**src/rtl/cpu_pkg.sv**
```systemverilog
// Shared fetch-stage definitions: address width, fetch FSM encoding,
// default NOP word and a word-address increment helper.
package cpu_pkg;

    localparam int ADDR_W = 30;

    localparam logic [31:0] NOP_DEFAULT = 32'h0000_0000;

    typedef enum logic [0:0] {
        FS_RUN  = 1'b0,
        FS_PEND = 1'b1
    } fetch_state_e;

    // Next sequential word address; 30-bit modulo, so the top address wraps to 0.
    function automatic logic [ADDR_W-1:0] word_inc(input logic [ADDR_W-1:0] addr);
        word_inc = addr + 30'd1;
    endfunction

endpackage

```
**src/rtl/ifid_reg.sv**
```systemverilog
// IF/ID pipeline register. Hold freezes every field; flush replaces the
// fetched word with a bubble while still recording the fetch address.
module ifid_reg
    import cpu_pkg::*;
#(
    parameter logic [31:0] NOP_INST = NOP_DEFAULT
) (
    input  logic              clk,
    input  logic              rst,
    input  logic              hold,
    input  logic              flush,
    input  logic [31:0]       inst_in,
    input  logic [ADDR_W-1:0] pc_in,
    input  logic [ADDR_W-1:0] pc_plus1_in,
    output logic              id_valid,
    output logic [31:0]       id_inst,
    output logic [ADDR_W-1:0] id_pc,
    output logic [ADDR_W-1:0] id_pc_plus1
);

    logic              valid_r;
    logic [31:0]       inst_r;
    logic [ADDR_W-1:0] pc_r;
    logic [ADDR_W-1:0] pc_plus1_r;

    // Pipeline register update: reset, then hold, then flush, then normal load.
    always_ff @(posedge clk) begin
        if (rst) begin
            valid_r    <= 1'b0;
            inst_r     <= NOP_INST;
            pc_r       <= 30'd0;
            pc_plus1_r <= 30'd0;
        end else if (hold) begin
            valid_r    <= valid_r;
            inst_r     <= inst_r;
            pc_r       <= pc_r;
            pc_plus1_r <= pc_plus1_r;
        end else if (flush) begin
            valid_r    <= 1'b0;
            inst_r     <= NOP_INST;
            pc_r       <= pc_in;
            pc_plus1_r <= pc_plus1_in;
        end else begin
            valid_r    <= 1'b1;
            inst_r     <= inst_in;
            pc_r       <= pc_in;
            pc_plus1_r <= pc_plus1_in;
        end
    end

    assign id_valid    = valid_r;
    assign id_inst     = inst_r;
    assign id_pc       = pc_r;
    assign id_pc_plus1 = pc_plus1_r;

endmodule

```
**src/rtl/if_fetch_ctrl.sv**
```systemverilog
// Fetch-stage controller: next-PC selection, parking of redirects that
// arrive while the pipe is stalled, and the IF/ID register.
// Build option IF_DELAY_SLOT_EN: when defined, the cycle that applies a
// redirect keeps the fetched word (delay-slot semantics) instead of
// flushing it; next-PC selection is the same either way.
module if_fetch_ctrl
    import cpu_pkg::*;
#(
    parameter logic [31:0] RESET_ADDR = 32'h0000_0000,
    parameter logic [31:0] NOP_INST   = NOP_DEFAULT
) (
    input  logic              clk,
    input  logic              rst,
    input  logic              stall,
    input  logic              redirect_valid,
    input  logic [ADDR_W-1:0] redirect_target,
    input  logic [ADDR_W-1:0] pc_cur,
    input  logic [31:0]       inst_in,
    output logic [ADDR_W-1:0] next_pc,
    output logic              id_valid,
    output logic [31:0]       id_inst,
    output logic [ADDR_W-1:0] id_pc,
    output logic [ADDR_W-1:0] id_pc_plus1,
    output logic              redirect_pending
);

    localparam logic [ADDR_W-1:0] RESET_WORD = RESET_ADDR[31:2];

    fetch_state_e      state_r;
    fetch_state_e      state_nxt_s;
    logic [ADDR_W-1:0] pend_target_r;
    logic [ADDR_W-1:0] pend_target_nxt_s;
    logic [ADDR_W-1:0] pc_plus1_s;
    logic              apply_s;
    logic              flush_s;

    assign pc_plus1_s = word_inc(pc_cur);

    // A redirect takes effect on the first unstalled cycle that has one live or parked.
    assign apply_s = ~stall & (redirect_valid | (state_r == FS_PEND));

`ifdef IF_DELAY_SLOT_EN
    assign flush_s = 1'b0;
`else
    assign flush_s = apply_s;
`endif

    // Fetch FSM and parked-target register.
    always_ff @(posedge clk) begin
        if (rst) begin
            state_r       <= FS_RUN;
            pend_target_r <= 30'd0;
        end else begin
            state_r       <= state_nxt_s;
            pend_target_r <= pend_target_nxt_s;
        end
    end

    // Next-state logic: park redirects seen under stall (latest wins), release on unstall.
    always_comb begin
        state_nxt_s       = state_r;
        pend_target_nxt_s = pend_target_r;
        case (state_r)
            FS_RUN: begin
                if (stall && redirect_valid) begin
                    state_nxt_s       = FS_PEND;
                    pend_target_nxt_s = redirect_target;
                end else begin
                    state_nxt_s       = FS_RUN;
                end
            end
            FS_PEND: begin
                if (stall) begin
                    if (redirect_valid) begin
                        pend_target_nxt_s = redirect_target;
                    end else begin
                        pend_target_nxt_s = pend_target_r;
                    end
                end else begin
                    // Parked (or overriding live) redirect is issued this cycle.
                    state_nxt_s       = FS_RUN;
                    pend_target_nxt_s = 30'd0;
                end
            end
            default: begin
                state_nxt_s       = FS_RUN;
                pend_target_nxt_s = 30'd0;
            end
        endcase
    end

    // Next-PC mux: reset, hold, live redirect, parked redirect, sequential.
    always_comb begin
        next_pc = pc_plus1_s;
        if (rst) begin
            next_pc = RESET_WORD;
        end else if (stall) begin
            next_pc = pc_cur;
        end else if (redirect_valid) begin
            next_pc = redirect_target;
        end else if (state_r == FS_PEND) begin
            next_pc = pend_target_r;
        end else begin
            next_pc = pc_plus1_s;
        end
    end

    assign redirect_pending = (state_r == FS_PEND);

    ifid_reg #(
        .NOP_INST (NOP_INST)
    ) u_ifid_reg (
        .clk         (clk),
        .rst         (rst),
        .hold        (stall),
        .flush       (flush_s),
        .inst_in     (inst_in),
        .pc_in       (pc_cur),
        .pc_plus1_in (pc_plus1_s),
        .id_valid    (id_valid),
        .id_inst     (id_inst),
        .id_pc       (id_pc),
        .id_pc_plus1 (id_pc_plus1)
    );

endmodule
```
**config.mk**
```make
export PLATFORM = sky130hd
export DESIGN_NAME = if_fetch_ctrl
export DESIGN_NICKNAME = d
export VERILOG_FILES = /design/src/rtl/cpu_pkg.sv /design/src/rtl/ifid_reg.sv /design/src/rtl/if_fetch_ctrl.sv
export SDC_FILE = /design/constraint.sdc
export NUM_CORES = 1
export LEC_CHECK = 0
export CORE_UTILIZATION = 42
export CTS_CLUSTER_SIZE = 12
export DETAILED_ROUTE_END_ITERATION = 12
export PLACE_DENSITY_LB_ADDON = 0.1
export SLEW_MARGIN = 20
export SYNTH_ARGS = -nofsm -noshare
export SYNTH_HDL_FRONTEND = slang
export SYNTH_HIERARCHICAL = 1
export SYNTH_SLANG_ARGS = --single-unit
```
**constraint.sdc**
```tcl
create_clock -name clk -period 1.8 [get_ports clk]
set_clock_uncertainty 0.05 [all_clocks]
set_input_delay 0.36 -clock clk [delete_from_list [all_inputs] [get_ports clk]]
set_output_delay 0.36 -clock clk [all_outputs]
set_load 0.02 [all_outputs]
```
Word level (Yosys, flattened, before mapping)
Index checks and enable logic that the tools add are counted.

word-level totals
  bits in registers = 124
  bits in latches = 0
  RAM bits = 0
  memory bits (read-only) = 0
  output and inout bits = 124
  logic and storage cells = 28
  memories = 0

cells by class
  add/subtract/negate cells = 1
  $mul = 0
  divide/modulo/power cells = 0
  order comparisons = 0
  equal/unequal tests = 2
  shifts and indexed selects = 0
  mux-type cells = 13
  bitwise logic cells = 4
  reductions and logical operators = 2

operator list
  operator                                                         count
  30-bit two-way mux                                               7
  30-bit one-hot mux with 2 select lines                           1
  32-bit two-way mux                                               1
  30-bit by 1-bit adder with 30-bit output, second input constant  1
  1-bit two-way mux                                                3
  3-bit inequality test, second input constant                     1
  2-bit inequality test, second input constant                     1
  1-bit NOT                                                        2
  1-bit one-hot mux with 2 select lines                            1
  2-bit AND reduction                                              1
  1-bit bitwise AND                                                1
  1-bit logical AND                                                1
  1-bit bitwise OR                                                 1

Depth between registers and ports, before layout
Gate-level depths: netlist of run 1.

  word-level depth = 5
  mapped depth = 8
  depth with buffers taken out = 7

Modules after synthesis
Netlist of run 1, hierarchy kept.

by module, submodules not included
  module         instances  cells each  area each (um^2)  seq. area each (um^2)
  ifid_reg       1          341         3618.5            1861.8
  if_fetch_ctrl  1          409         2975.4            620.6

Worst setup path before layout of run 1
OpenSTA, ideal clock, no wires.

  path kind = input to output
  from = input redirect_valid
  to = output next_pc[26]
  arrival = 1.999 ns
  data required time = 1.390 ns
  path slack = -0.609 ns
  cell stages on the path = 5
  buffers on the path = 3
  cell sequence = clkbuf_1 buf_2 buf_1 a21oi_1 o311ai_0

between the ends
  cells in the longest elaborated chain, start to end = 3

RTL lines
  what                RTL line             source
  start, declared     if_fetch_ctrl.sv:15  input logic redirect_valid,
  30-bit two-way mux  if_fetch_ctrl.sv:99  end else if (redirect_valid) begin
  30-bit two-way mux  if_fetch_ctrl.sv:97  end else if (stall) begin
  30-bit two-way mux  if_fetch_ctrl.sv:95  if (rst) begin
  end, declared       if_fetch_ctrl.sv:19  output logic [ADDR_W-1:0] next_pc,

No other way between the ends.

Worst setup path in the final report of run 1
  from = register state_r (netlist: redirect_pending)
  to = output next_pc[26]

between the ends
  cells in the longest elaborated chain, start to end = 4

RTL lines
  what                    RTL line              source
  start, declared         if_fetch_ctrl.sv:29   fetch_state_e state_r;
  start signal, assigned  if_fetch_ctrl.sv:54   state_r <= state_nxt_s;
  30-bit two-way mux      if_fetch_ctrl.sv:101  end else if (state_r == FS_PEND) begin
  30-bit two-way mux      if_fetch_ctrl.sv:99
  30-bit two-way mux      if_fetch_ctrl.sv:97
  30-bit two-way mux      if_fetch_ctrl.sv:95

No other way between the ends.

==> results of run 1 <==
[power groups by stage]
stage          Clock [mW]  Sequential (mW)  Combinational (mW)
3_5_place_dp            0             3.04                1.93
2_1_floorplan           0             3.18               0.822
3_3_place_gp            0             3.03                1.90
6_report             3.13             2.98                2.06
5_1_grt              3.29             3.00                2.17
4_1_cts              3.18             2.98                1.99
[stage by stage]
| stage | std cells | hold WS, ns | cell area, sq um | setup TNS (ns) | worst slack, ns |
|---|---|---|---|---|---|
| finish | 1335 | 0.0723 | 11500 | -10.49 | -0.458 |
| CTS | 1332 | 0.0575 | 11200 | -11.29 | -0.522 |
| global placement | 1278 | 0.399 | 10200 | -50.81 | -1.34 |
| detailed placement | 1278 | 0.404 | 10200 | -55.81 | -1.37 |
| floorplan | 750 | 0.407 | 6950 | -2.48 | -0.327 |
| global route | 1335 | 0.0675 | 11500 | -12.06 | -0.492 |
[cell usage after synthesis, types with 4 or more instances]
cell | number | area (sq um)
nor2_1 | 113 | 424
dfxtp_1 | 124 | 2480
xor2_1 | 9 | 78.8
a21oi_1 | 40 | 200
buf_2 | 18 | 90.1
a22oi_1 | 31 | 233
o22ai_2 | 30 | 375
nand4_1 | 4 | 25.0
o32ai_1 | 4 | 35.0
a211oi_1 | 6 | 45.0
o22ai_1 | 6 | 37.5
o21ai_0 | 21 | 105
buf_4 | 5 | 37.5
nand2b_1 | 33 | 206
xnor2_1 | 17 | 149
nand3_1 | 16 | 80.1
nand2_1 | 67 | 251
and3_1 | 10 | 62.6
nor3_1 | 7 | 35.0
clkbuf_1 | 25 | 93.8
mux2i_1 | 72 | 721
inv_1 | 12 | 45.0
buf_6 | 10 | 113
[cell type report]
class	instances	area share (%)
clock buffers	19	3.92
clock inverters	13	0.791
inverters	13	0.444
multi-input cells	549	37.4
flip-flops and latches	124	21.5
well taps	211	2.29
repair buffers	406	33.6
[layer usage]
| metal | track usage [%] | up-vias | part of all wire [%] |
|---|---|---|---|
| li1 | - | 3367 | - |
| met1 | 34.9 | 3395 | 43 |
| met2 | 45.5 | 313 | 48 |
| met3 | 5.07 | 59 | 5.9 |
| met4 | 13.3 | 0 | 3.7 |
| met5 | 0 | - | 0 |
[logic make-up after synthesis]
kind of cell,Yosys count
xor+xnor,27
compound gates,166
mux,73
simple gates,282
buf+inv,77
flops,124
fa+ha+maj,1
[worst min path at each step]
stage | startpoint | end | slack, ns | cells after the start
floorplan | pend_target_r[22]$_SDFFE_PP0P_ | pend_target_r[22]$_SDFFE_PP0P_ | 0.41 | 2
global placement | u_ifid_reg/id_inst[30]$_SDFFE_PP0N_ | u_ifid_reg/id_inst[30]$_SDFFE_PP0N_ | 0.40 | 2
detailed placement | u_ifid_reg/id_inst[30]$_SDFFE_PP0N_ | u_ifid_reg/id_inst[30]$_SDFFE_PP0N_ | 0.40 | 2
CTS | rst | pend_target_r[0]$_SDFFE_PP0P_ | 0.06 | 2
global route | rst | pend_target_r[0]$_SDFFE_PP0P_ | 0.07 | 2
finish | rst | pend_target_r[0]$_SDFFE_PP0P_ | 0.07 | 2
[sequential cells by signal, indices dropped and copies added, names as in the netlist]
register                flops
u_ifid_reg/id_pc           30
u_ifid_reg/id_pc_plus1     30
u_ifid_reg/id_inst         32
u_ifid_reg/id_valid         1
pend_target_r              30
redirect_pending            1
[what timing repair did]
action,in CTS,in global routing
pin swaps,34,38
setup buffers,24,11
gates resized for setup,377,110
endpoints found under the setup margin,68,83
==> impl_metrics.csv, run 1 <==
group,metric,value,unit
status,status,"finished with violations",
status,violations,"setup timing",
clock_network,cts_hold_buf,0,
worst_setup_path,r2r_slack,0.14,ns
global_routing,grt_pass1_vias,6831,
floorplan,die_w,127,microns
clock_network,insertion_delay,0.41,ns
worst_setup_path,reg2reg_depth,7,
worst_setup_path,worstSetupPathType,"reg -> out",
worst_setup_path,reg2reg_to,"u_ifid_reg/id_inst[3]$_SDFFE_PP0N_",
worst_setup_path,cp_num_cells,7,
route,wl_per_cell,17.6,microns
route,drc_errors,0,
pwr,power_switching,2.42,mW
synthesis,syn_nets,847,
route,viasPerCell,5.34,
sta,tightest_slew,0.590,ns
synthesis,netlist_area,6590,sq um
route,dr.pass1.iters,5,
floorplan,io_pins,220,
global_routing,antenna_found_initial,0,
worst_setup_path,crit_required,1.39,ns
sta,maxSlewHeadroom,60.7,%
floorplan,dieArea,16200,sq um
clock_network,cts-root-buf,"clkbuf_16",
floorplan,fp.dieH,127,microns
worst_setup_path,path_buf_inv,3,
floorplan,coreArea,15300,sq um
synthesis,synth_ff_type,"dfxtp_1",
global_routing,grt_use_total,27.6,%
final_layout,area_growth,75.1,%
synthesis,synthMuxAreaShare,11.2,%
worst_setup_path,critPathLaunchType,"register",
worst_setup_path,worstPathMaxFanout,8,
final_layout,fill_cells,1116,
worst_setup_path,cp.arrival,1.85,ns
pwr,p_clk_share,38.3,%
floorplan,rows,45,
synthesis,synth_top_family_by_area,"simple AND/OR/NAND/NOR gates",
final_layout,drive_gt1_share,36.8,%
synthesis,synth_compound_area_share,19.3,%
synthesis,synthArstFlopShare,0,%
final_layout,nets,1208,
global_routing,grt_pass1_wl,35300,microns
final_layout,multi_input_area,4320,sq um
worst_setup_path,endpoint,"next_pc[26]",
pwr,power.total,8.17,mW
sta,fin_crit_sh,125,%
placed_design,gp_congestion,0.900,
pwr,swShare,29.6,%
synthesis,ys_seq_area_share,37.6,%
worst_setup_path,slowest_delay,0.43,ns
synthesis,synth-edff-count,0,
pwr,ir_worst_vdd,0.585,mV
synthesis,syn_avg_cell_area,8.79,sq um
clock_network,clkTransAtPathRegs,0.06,ns
final_layout,n_antenna_cell,0,
sta,hold_viol_final,0,
clock_network,cts_tree,"built",
sta,worst_slack,-0.458,ns
final_layout,final_cell_mix,"170 x buf_4, 123 x dfxtp_1, 104 x nor2_1, 87 x clkdlybuf4s50_1, 71 x mux2i_1",
synthesis,yosys.area_share.simple,21.3,%
final_layout,post-route-util,75.7,%
final_layout,layout_commonest_cell,"buf_4",
run,cap_viol_max_count,0,
pwr,seqPwrFrac,36.5,%
route,ant_nets,0,
floorplan,start_util,43.2,%
synthesis,synthCells,750,
route,drt-total-wl,23500,microns
pwr,p_leak,5.70,nW
clock_network,cts_buffers,17,
clock_network,cts_sinks,124,
sta,slew_violations,0,
synthesis,ys_types,63,
route,dr.first_iter.drc_count,407,
placed_design,io_buffers,219,
worst_setup_path,path_cells,"nor2_4 -> buf_12 -> buf_8 -> and3_4 -> mux2i_1 -> o311ai_2 -> buf_4",
worst_hold_path,hold_path.class,"in -> reg",
worst_setup_path,critical_path.top_delay_family,"buffers and inverters",
pwr,power.internal,5.75,mW
global_routing,grt_max_degree,55,
synthesis,synth_fa_ha_area_share,0.190,%
global_routing,overflow,0,
sta,min_period,2.26,ns
worst_setup_path,cp-startpoint,"redirect_pending$_SDFF_PP0_",
sta,max_freq,0.443,GHz
pwr,pwr-share-comb,25.2,%
worst_setup_path,setup.worst_path.end_class,"output port",
final_layout,ff_latch_area,2490,sq um
pwr,p_per_area,708,nW/um^2
sta,setup_viol,30,
synthesis,synth-seq-cells,124,
route,vias,7134,
sta,grt_setup_unrepaired,"yes",
clock_network,htreeDepth,4,
placed_design,hpwlAfterDp,16700,microns
synthesis,ys.warnings.count,6,
clock_network,clock_path_buffers,2,
worst_setup_path,cp_slowest_cell,"dfxtp_4",
synthesis,synth_xor_area_share,3.70,%
worst_setup_path,r2r_start,"redirect_pending$_SDFF_PP0_",
(Power assumes the default switching activity.)
==> run 2: changes to the inputs <==
--- a/config.mk
+++ b/config.mk
@@ -5,7 +5,8 @@
 export SDC_FILE = /design/constraint.sdc
 export NUM_CORES = 1
 export LEC_CHECK = 0
-export CORE_UTILIZATION = 42
+export CORE_UTILIZATION = 43
+export CTS_BUF_LIST = sky130_fd_sc_hd__clkbuf_2 sky130_fd_sc_hd__clkbuf_4 sky130_fd_sc_hd__clkbuf_8
 export CTS_CLUSTER_SIZE = 12
 export DETAILED_ROUTE_END_ITERATION = 12
 export PLACE_DENSITY_LB_ADDON = 0.1
==> run 2 against run 1 <==
The run still ends with setup timing left. Sequential share of layout area grew 0.91 points. Core utilization shrank 0.60 points. Total power shrank 4.4%. Critical path depth stayed put. Clock-buffer cell count is 1 higher. Setup slack got worse by 0.068 ns. Die area decreased by 2.3%. Worst hold slack gained 0.062 ns. First-iteration DRC count is 13% higher. Critical path type unchanged. Highest routed layer unchanged.
==> impl_metrics.csv, run 2 (synthesis results as in run 1) <==
group,metric,value,unit
status,status,"finished with violations",
status,violations,"setup timing",
route,viasPerCell,5.39,
clock_network,htreeDepth,4,
worst_setup_path,cp_slowest_cell,"dfxtp_4",
sta,slew_violations,0,
global_routing,use_met2,48.6,%
placed_design,gp_congestion,0.925,
worst_setup_path,cp.arrival,1.92,ns
clock_network,insertion_delay,0.44,ns
floorplan,io_pins,220,
final_layout,n_antenna_cell,0,
global_routing,grt_pass1_wl,36600,microns
final_layout,area_growth,68.0,%
sta,fin_crit_sh,129,%
global_routing,use_met3,6.71,%
worst_setup_path,path_buf_inv,3,
route,vias,7025,
global_routing,grt_use_total,29.1,%
worst_setup_path,path_cells,"nor2_4 -> buf_6 -> buf_6 -> and3_4 -> mux2i_1 -> o311ai_2 -> buf_4",
final_layout,post-route-util,75.1,%
route,dr.pass1.iters,5,
global_routing,grt_max_degree,76,
clock_network,cts_hold_buf,0,
floorplan,start_util,44.7,%
global_routing,overflow,0,
final_layout,final_cell_mix,"169 x buf_4, 123 x dfxtp_1, 106 x nor2_1, 95 x dlygate4sd2_1, 68 x mux2i_1",
global_routing,use_met1,37.1,%
route,dr.first_iter.drc_count,460,
clock_network,clock_path_buffers,2,
floorplan,rows,44,
worst_hold_path,hold_path.class,"in -> reg",
route,wl_per_cell,17.8,microns
sta,hold_viol_final,0,
worst_setup_path,worstPathMaxFanout,7,
floorplan,dieArea,15800,sq um
worst_setup_path,critical_path.top_delay_family,"buffers and inverters",
floorplan,fp.dieH,126,microns
pwr,p_leak,5.07,nW
final_layout,drive_gt1_share,36.4,%
sta,max_freq,0.430,GHz
placed_design,hpwlAfterDp,16700,microns
pwr,power.total,7.81,mW
final_layout,multi_input_area,4230,sq um
route,drt-total-wl,23200,microns
final_layout,largest_reg_flops,32,
final_layout,nets,1205,
route,drc_errors,0,
clock_network,cts_sinks,124,
sta,grt_setup_unrepaired,"yes",
route,ant_nets,0,
worst_setup_path,r2r_slack,0.06,ns
worst_setup_path,crit_required,1.39,ns
worst_setup_path,setup.worst_path.end_class,"output port",
worst_setup_path,cp_common_cell,"buf_6",
sta,setup_viol,30,
pwr,ir_worst_vdd,0.745,mV
global_routing,antenna_found_initial,0,
sta,holdWs,0.134,ns
global_routing,top_usage_layer,"met2",
final_layout,ff_latch_area,2490,sq um
clock_network,cts-root-buf,"clkbuf_8",
pwr,p_per_area,706,nW/um^2
worst_setup_path,critPathLaunchType,"register",
clock_network,cts_tree,"built",
final_layout,fill_cells,1112,
run,cap_viol_max_count,0,
global_routing,grt_pass1_vias,7000,
sta,min_period,2.33,ns
clock_network,cts_buffers,17,
floorplan,coreArea,14800,sq um
sta,tightest_slew,0.795,ns
sta,maxSlewHeadroom,47.0,%
sta,worst_slack,-0.526,ns
worst_setup_path,slowest_delay,0.43,ns
worst_setup_path,worstSetupPathType,"reg -> out",
placed_design,io_buffers,219,
clock_network,clkTransAtPathRegs,0.07,ns
floorplan,die_w,126,microns
final_layout,layout_commonest_cell,"buf_4",
## run 2: cell types whose count changed in the layout (fill, tap and decap cells not counted), sizes merged, moves of 4 or more
cell,delta
clkinv,-4
inv,-4
bufinv,+5
clkdlybuf4s50,-23
buf,-6
dlymetal6s2s,-52
dlygate4sd2,+74
## run 2: area by class of cell
type | instances | area share [%]
multi-input combinational | 549 | 38.2
timing repair buffer | 403 | 32.7
sequential | 124 | 22.4
clock buffer | 20 | 2.43
tap | 184 | 2.08
clock inverter | 11 | 1.73
inverter | 13 | 0.475
## run 2: power breakdown
group / switching (mW) / total [mW] / internal [mW]
registers: 0.0844 / 2.98 / 2.90
clock network: 1.14 / 2.86 / 1.73
logic: 1.03 / 1.97 / 0.945
total: 2.25 / 7.81 / 5.57
## run 2: worst min-delay path: cells and delay by family
family | cells | cell delay [ns]
muxes | 1 | 0.06
and+or+nand+nor | 1 | 0.09
buffers and inverters | 1 | 0.08
## run 2: path summary, 6_finish.rpt
| check | start | to | cells after the start |
|---|---|---|---|
| setup / recovery | redirect_pending$_SDFF_PP0_ | next_pc[26] | 7 |
| hold / removal | pc_cur[7] | u_ifid_reg/id_pc[7]$_SDFFE_PP0N_ | 3 |
| setup reg to reg | redirect_pending$_SDFF_PP0_ | u_ifid_reg/id_inst[6]$_SDFFE_PP0N_ | 8 |
| hold reg to reg | u_ifid_reg/id_valid$_SDFFE_PP0N_ | u_ifid_reg/id_valid$_SDFFE_PP0N_ | 2 |
## run 2: repair_timing
| action | CTS | global route |
|---|---|---|
| endpoints found under the setup margin | 141 | 33 |
| buffers inserted | 34 | 13 |
| pin swaps | 38 | 25 |
| gates resized for setup | 409 | 85 |
## run 2: metal layers
metal  up-vias  part of all wire [%]  wire (microns)
met3        41                   6.8            1570
met1      3323                    43            9940
met5         -                     0               0
li1       3360                     -               -
met4         0                   2.3             536
met2       301                    48           11100
## run 2: through the flow
| stage | area, sq um | cells | setup TNS, ns | worst slack [ns] |
|---|---|---|---|---|
| 2_1_floorplan | 6950 | 750 | -2.48 | -0.327 |
| 3_3_place_gp | 10100 | 1235 | -49.29 | -1.37 |
| 3_5_place_dp | 10100 | 1235 | -53.57 | -1.38 |
| 4_1_cts | 10800 | 1298 | -14.15 | -0.568 |
| 5_1_grt | 11100 | 1304 | -15.69 | -0.614 |
| 6_report | 11100 | 1304 | -13.02 | -0.526 |
==> run 3: changes to the inputs <==
--- a/config.mk
+++ b/config.mk
@@ -10,6 +10,7 @@
 export CTS_CLUSTER_SIZE = 12
 export DETAILED_ROUTE_END_ITERATION = 12
 export PLACE_DENSITY_LB_ADDON = 0.1
+export SKIP_CTS_REPAIR_TIMING = 1
 export SLEW_MARGIN = 20
 export SYNTH_ARGS = -nofsm -noshare
 export SYNTH_HDL_FRONTEND = slang
==> run 3 against run 2 <==
The flow still finishes with violations (setup timing). Register-to-register slack improved by 0.07 ns. Worst hold slack improved by 0.048 ns. Design area increased by 1.4%. Critical path depth increased by 3. Setup slack got worse by 0.050 ns. First-iteration DRC count increased by 12%. Global-route usage decreased by 1.2 points. Core utilization increased by 1.0 points. Maximum frequency decreased by 2.1%. Sequential power about the same. Final cell count decreased by 1.5%. Flip-flop and latch count unchanged. Critical path type is now in -> out. Highest routed layer unchanged.
==> impl_metrics.csv, run 3 (synthesis results as in run 1) <==
group,metric,value,unit
worst_setup_path,crit_required,1.39,ns
route,ant_nets,0,
global_routing,grt_pass1_vias,6748,
clock_network,clkTransAtPathRegs,0.07,ns
sta,holdWs,0.182,ns
clock_network,cts_buffers,17,
final_layout,final_cell_mix,"155 x buf_4, 123 x dfxtp_1, 106 x dlymetal6s2s_1, 105 x nor2_1, 68 x mux2i_1",
final_layout,multi_input_area,4230,sq um
worst_hold_path,hold_path.class,"in -> reg",
route,vias,6984,
worst_hold_path,hp-start,"pc_cur[4]",
sta,slew_violations,0,
final_layout,area_growth,70.2,%
floorplan,die_w,126,microns
route,dr.pass1.iters,5,
sta,tightest_slew,0.792,ns
worst_setup_path,critPathLaunchType,"input port",
sta,max_freq,0.421,GHz
global_routing,grt_use_total,27.9,%
worst_setup_path,reg2reg_to,"u_ifid_reg/id_inst[7]$_SDFFE_PP0N_",
worst_setup_path,worstSetupPathType,"in -> out",
pwr,p_per_area,698,nW/um^2
worst_setup_path,setup.worst_path.end_class,"output port",
worst_setup_path,reg2reg_depth,7,
clock_network,cts_tree,"built",
final_layout,fill_cells,1060,
sta,grt_setup_unrepaired,"yes",
route,drc_errors,0,
status,status,"finished with violations",
route,wl_per_cell,18.2,microns
sta,fin_crit_sh,132,%
placed_design,placed_area,10100,sq um
clock_network,insertion_delay,0.44,ns
global_routing,overflow,0,
floorplan,coreArea,14800,sq um
final_layout,final_area,11200,sq um
clock_network,cts_sinks,124,
final_layout,layout_commonest_cell,"buf_4",
pwr,ir_worst_vdd,0.747,mV
final_layout,largest_reg_flops,32,
final_layout,post-route-util,76.1,%
sta,min_period,2.38,ns
route,viasPerCell,5.44,
placed_design,pre_cts_ws,-1.38,ns
final_layout,ff_latch_area,2490,sq um
final_layout,nets,1185,
worst_setup_path,worstPathMaxFanout,6,
floorplan,start_util,44.7,%
global_routing,grt_pass1_wl,35100,microns
route,dr.first_iter.drc_count,516,
sta,maxSlewHeadroom,47.2,%
final_layout,n_antenna_cell,0,
sta,worst_slack,-0.575,ns
pwr,p_leak,6.17,nW
final_layout,drive_gt1_share,34.0,%
clock_network,cts-root-buf,"clkbuf_8",
worst_setup_path,cp.arrival,1.97,ns
placed_design,hpwlAfterDp,16700,microns
floorplan,dieArea,15800,sq um
clock_network,clock_path_buffers,2,
worst_hold_path,hold_path_end,"u_ifid_reg/id_pc[4]$_SDFFE_PP0N_",
worst_setup_path,r2r_slack,0.13,ns
worst_setup_path,r2r_start,"redirect_pending$_SDFF_PP0_",
clock_network,htreeDepth,4,
worst_hold_path,hold_depth,3,
sta,setup_viol,30,
floorplan,rows,44,
floorplan,io_pins,220,
sta,hold_viol_final,0,
run,cap_viol_max_count,0,
global_routing,antenna_found_initial,0,
global_routing,grt_max_degree,76,
floorplan,fp.dieH,126,microns
placed_design,io_buffers,219,
route,drt-total-wl,23400,microns
status,violations,"setup timing",
placed_design,gp_congestion,0.925,
-- run 3: layer usage --
| layer | vias up | part of all wire, % | GRT usage [%] |
|---|---|---|---|
| li1 | 3320 | - | - |
| met2 | 284 | 49 | 45.9 |
| met4 | 0 | 2.4 | 8.93 |
| met3 | 43 | 6.0 | 6.24 |
| met5 | - | 0 | 0 |
| met1 | 3337 | 43 | 36.2 |
-- run 3: worst max path at each step --
| stage | slack (ns) | cells past startpoint | end | from |
|---|---|---|---|---|
| after CTS | -1.38 | 8 | next_pc[16] | pc_cur[4] |
| after global routing | -0.65 | 6 | next_pc[18] | redirect_pending$_SDFF_PP0_ |
| final | -0.58 | 10 | next_pc[28] | pc_cur[1] |
| after floorplan | -0.33 | 6 | next_pc[29] | pc_cur[8] |
| after global placement | -1.37 | 8 | next_pc[15] | pc_cur[9] |
| after detailed placement | -1.38 | 9 | next_pc[16] | pc_cur[0] |
-- run 3: stage by stage --
step	setup TNS, ns	total power [mW]	instances
2_1_floorplan	-2.48	4.00	750
3_3_place_gp	-49.29	4.91	1235
3_5_place_dp	-53.57	4.95	1235
4_1_cts	-42.72	7.82	1266
5_1_grt	-16.34	8.14	1284
6_report	-13.85	7.84	1284
-- run 3: cell type report --
class	instances	area share (%)
multi-input combinational	550	37.7
sequential	124	22.1
clock inverter	11	1.71
timing repair buffer	382	33.6
tap	184	2.05
clock buffer	20	2.40
inverter	13	0.468
-- run 3: report_power, final --
group / leakage, nW / switching [mW] / internal [mW]
Clock: 0.224 / 1.14 / 1.73
Combinational: 4.92 / 1.03 / 0.971
Sequential: 1.02 / 0.0808 / 2.90
Total: 6.17 / 2.24 / 5.59
-- run 3: worst max-delay path, cell delays in order --
cell and delay [ns]:
buf_8 0.08, ha_4 0.15, nand3_4 0.13, nor4_4 0.35, buf_12 0.17, buf_6 0.10
and3_4 0.18, a21oi_2 0.05, o22a_2 0.25, buf_6 0.13
